$ cat src/rtl/prbs_lfsr_reg.sv
// Fibonacci LFSR register: shifts x in at bit 0 on request, exposes the tap-XOR prediction.
module prbs_lfsr_reg #(
  parameter int unsigned      WIDTH = 8,
  parameter logic [WIDTH-1:0] TAPS  = 8'hB8
) (
  input  logic             clk,
  input  logic             rst_n,
  input  logic             shift,
  input  logic             x,
  output logic [WIDTH-1:0] state,
  output logic             pred
);

  always_ff @(posedge clk or negedge rst_n) begin
    if (!rst_n) begin
      state <= '0;
    end else if (shift) begin
      state <= {state[WIDTH-2:0], x};
    end
  end

  assign pred = ^(state & TAPS);

endmodule

$ cat config.mk
export PLATFORM = sky130hd
export DESIGN_NAME = prbs_lfsr_reg
export DESIGN_NICKNAME = d
export VERILOG_FILES = /design/src/rtl/prbs_lfsr_reg.sv
export SDC_FILE = /design/constraint.sdc
export NUM_CORES = 1
export LEC_CHECK = 0
export ABC_AREA = 0
export CAP_MARGIN = 20
export CORE_AREA = 3 3 40 42
export CTS_CLUSTER_SIZE = 40
export DETAILED_ROUTE_END_ITERATION = 8
export DIE_AREA = 0 0 43 45
export PLACE_DENSITY_LB_ADDON = 0.1
export SYNTH_ARGS = -nofsm -noshare
export SYNTH_HDL_FRONTEND = slang
export SYNTH_SLANG_ARGS = --single-unit
$ cat constraint.sdc
create_clock -name clk -period 1.1 [get_ports clk]
set_clock_uncertainty 0.05 [all_clocks]
set_input_delay 0.22 -clock clk [delete_from_list [all_inputs] [get_ports clk]]
set_output_delay 0.22 -clock clk [all_outputs]
set_load 0.005 [all_outputs]
==> flow_metrics.py <==
metrics = {
    "global_route": {
        "grtUsageTotal_pct": 9.98,
        "gr-total-overflow": 0,
        "antenna_found_initial": 0,
        "grt_pass1_wl_um": 1360,
        "grt_max_degree": 9,
        "grt_pass1_vias": 321,
    },
    "route": {
        "wl_um": 787,
        "first_pass_iters": 2,
        "ant_nets": 0,
        "drtIter0Drc": 1,
        "drc": 0,
        "vias": 275,
        "viasPerCell": 4.23,
        "wl_per_cell_um": 12.1,
    },
    "finish": {
        "fin_cells": 65,
        "final_layout_size_suffix_gt1_share_pct": 74.0,
        "largest_reg_flops": 8,
        "utilization_pct": 51.5,
        "final_cell_area_um2": 662,
        "top_register": "state",
        "fin_nets": 56,
        "area_delta_synth_final_pct": 85.0,
        "nFillCells": 121,
        "antenna_cells": 0,
        "reg_top3": "state: 8 flops",
    },
    "sta": {
        "slew_headroom_pct": 74.6,
        "slew_violations": 0,
        "hold_ws_ps": 209,
        "setup_tns_ps": -1050,
        "max_slew.worst_pin.slew_ps": 380,
        "post-route-min-period_ps": 1350,
        "setup_viol": 9,
        "rsz0062_at_grt": "true",
        "setup_ws_ps": -252,
        "period_share_pct": 123,
        "hold_viol_final": 0,
        "max_freq_mhz": 740,
    },
    "floorplan": {
        "die_h_um": 45,
        "io_pins": 13,
        "die_w_um": 43,
        "rows": 13,
        "start_util_pct": 27.8,
        "design.core.area_mm2": 0.00128,
        "die-area_mm2": 0.00194,
    },
    "outcome": {
        "failed_checks": "setup timing",
        "status": "complete, but fails checks",
    },
    "setup_path": {
        "critPathRequiredTime_ps": 830,
        "worstSetupPathType": "reg2out",
        "cp-start-kind": "flop",
        "critPathMaxFanout": 2,
        "endpoint_kind": "primary output",
        "cp_cell_sequence": "xnor2_2 > xnor2_1 > buf_2",
        "critPathSlowestCell": "dfrtp_1",
        "cp.arrival_ps": 1080,
        "slowest_delay_ps": 410,
    },
    "yosys": {
        "synth_area_leaders": "dfrtp_1, mux2_4, xnor2_1",
        "synth_top_area_cell": "dfrtp_1",
        "ys_seq_area_share_pct": 55.9,
        "synth_cells": 20,
        "synth_warnings": 0,
        "syn_area_per_cell_um2": 17.9,
        "syn_area_um2": 358,
        "synth-seq-cells": 8,
        "synth_nets": 24,
        "yosys.area.top_type_share_pct": 55.9,
        "synth_cell_types": 5,
    },
    "cts": {
        "clock-sinks": 8,
        "insertion_delay_ps": 250,
        "ctsHoldBuffers": 0,
        "cts_inserted_buffers": 3,
        "cts_tree": "built",
        "h-tree-depth": 1,
        "clk_pin_slew_worst_paths_ps": 50,
        "clk_path_buf_depth": 2,
        "root_buffer": "clkbuf_4",
    },
    "run": {
        "cap_violations": 0,
    },
    "place": {
        "port_buffers": 12,
        "place_ws_ps": -371,
        "placed_area_um2": 566,
        "gp_congestion": 0.615,
        "dpl.hpwl_um": 490,
        "dpl.cell_count": 55,
    },
    "pwr": {
        "p_leak_nw": 0.337,
        "peakVddDrop_mv": 0.755,
        "powerDensity_mw_per_mm2": 2210,
        "p_total_mw": 1.46,
    },
    "hold_path": {
        "hp-class": "in2async",
    },
}
==> worst max-delay path: cells and delay by family (launching register included) <==
| kind | cells | cell delay, ps |
|---|---|---|
| buf+inv | 1 | 120 |
| flops | 1 | 410 |
| xor+xnor | 2 | 300 |
==> cells in the final DEF, fill, tap and decap left out <==
| cell type | synthesis | layout |
|---|---|---|
| buf_12 | 0 | 1 |
| xnor2_1 | 2 | 1 |
| mux2_4 | 8 | 8 |
| buf_2 | 0 | 5 |
| buf_4 | 0 | 6 |
| xnor2_2 | 0 | 1 |
| xor2_1 | 1 | 1 |
| clkdlybuf4s50_1 | 0 | 3 |
| buf_6 | 1 | 13 |
| dfrtp_1 | 8 | 8 |
| clkbuf_4 | 0 | 3 |
==> synth_stat cells, drive strengths merged <==
cell type  number
dfrtp           8
mux2            8
xnor2           2
buf             1
xor2            1
==> layer usage <==
metal | up-vias | part of all wire (%) | GRT usage, %
met3 | 0 | 8.9 | 3.19
met4 | 0 | 0 | 7.23
met1 | 134 | 42 | 11.1
li1 | 129 | - | -
met5 | - | 0 | 0
met2 | 12 | 49 | 16.2
==> power by group <==
group,switching [mW],leakage [nW],internal [mW]
Combinational,0.228,0.229,0.578
Clock,0.0916,0.0138,0.124
Sequential,0.0644,0.0945,0.374
Total,0.385,0.337,1.08
==> layout make-up <==
class                      instances  area [um^2]  area share (%)
sequential                         8          200            30.2
timing repair buffer              28          267            40.3
tap                               15         18.8            2.84
clock buffer                       3         22.5            3.40
multi-input combinational         11          154            23.3
==> kinds of logic (layout without fill, tap and decap cells) <==
| logic type | count (synthesis) | after routing | synth area share (%) |
|---|---|---|---|
| xor gates and xnor gates | 3 | 3 | 7.34 |
| buffers and inverters | 1 | 31 | 3.15 |
| DFF | 8 | 8 | 55.9 |
| muxes | 8 | 8 | 33.6 |
==> worst paths after layout <==
path / slack, ps / cells past startpoint / endpoint / from
max in group asynchronous: 520 / 1 / state[4] / rst_n
worst max-delay path: -250 / 3 / pred / state[5]
worst min-delay path: 210 / 1 / state[0] / rst_n
worst min register to register: 550 / 2 / state[3] / state[2]
min in group clk: 550 / 2 / state[0] / x
worst max register to register: -90 / 4 / state[5] / state[5]
==> repair_timing <==
action,in CTS,in global routing
resized for setup,46,8
pin swaps,1,1
setup buffers,8,4
setup endpoints to repair,9,9
Power figures use the tool's default switching activity.
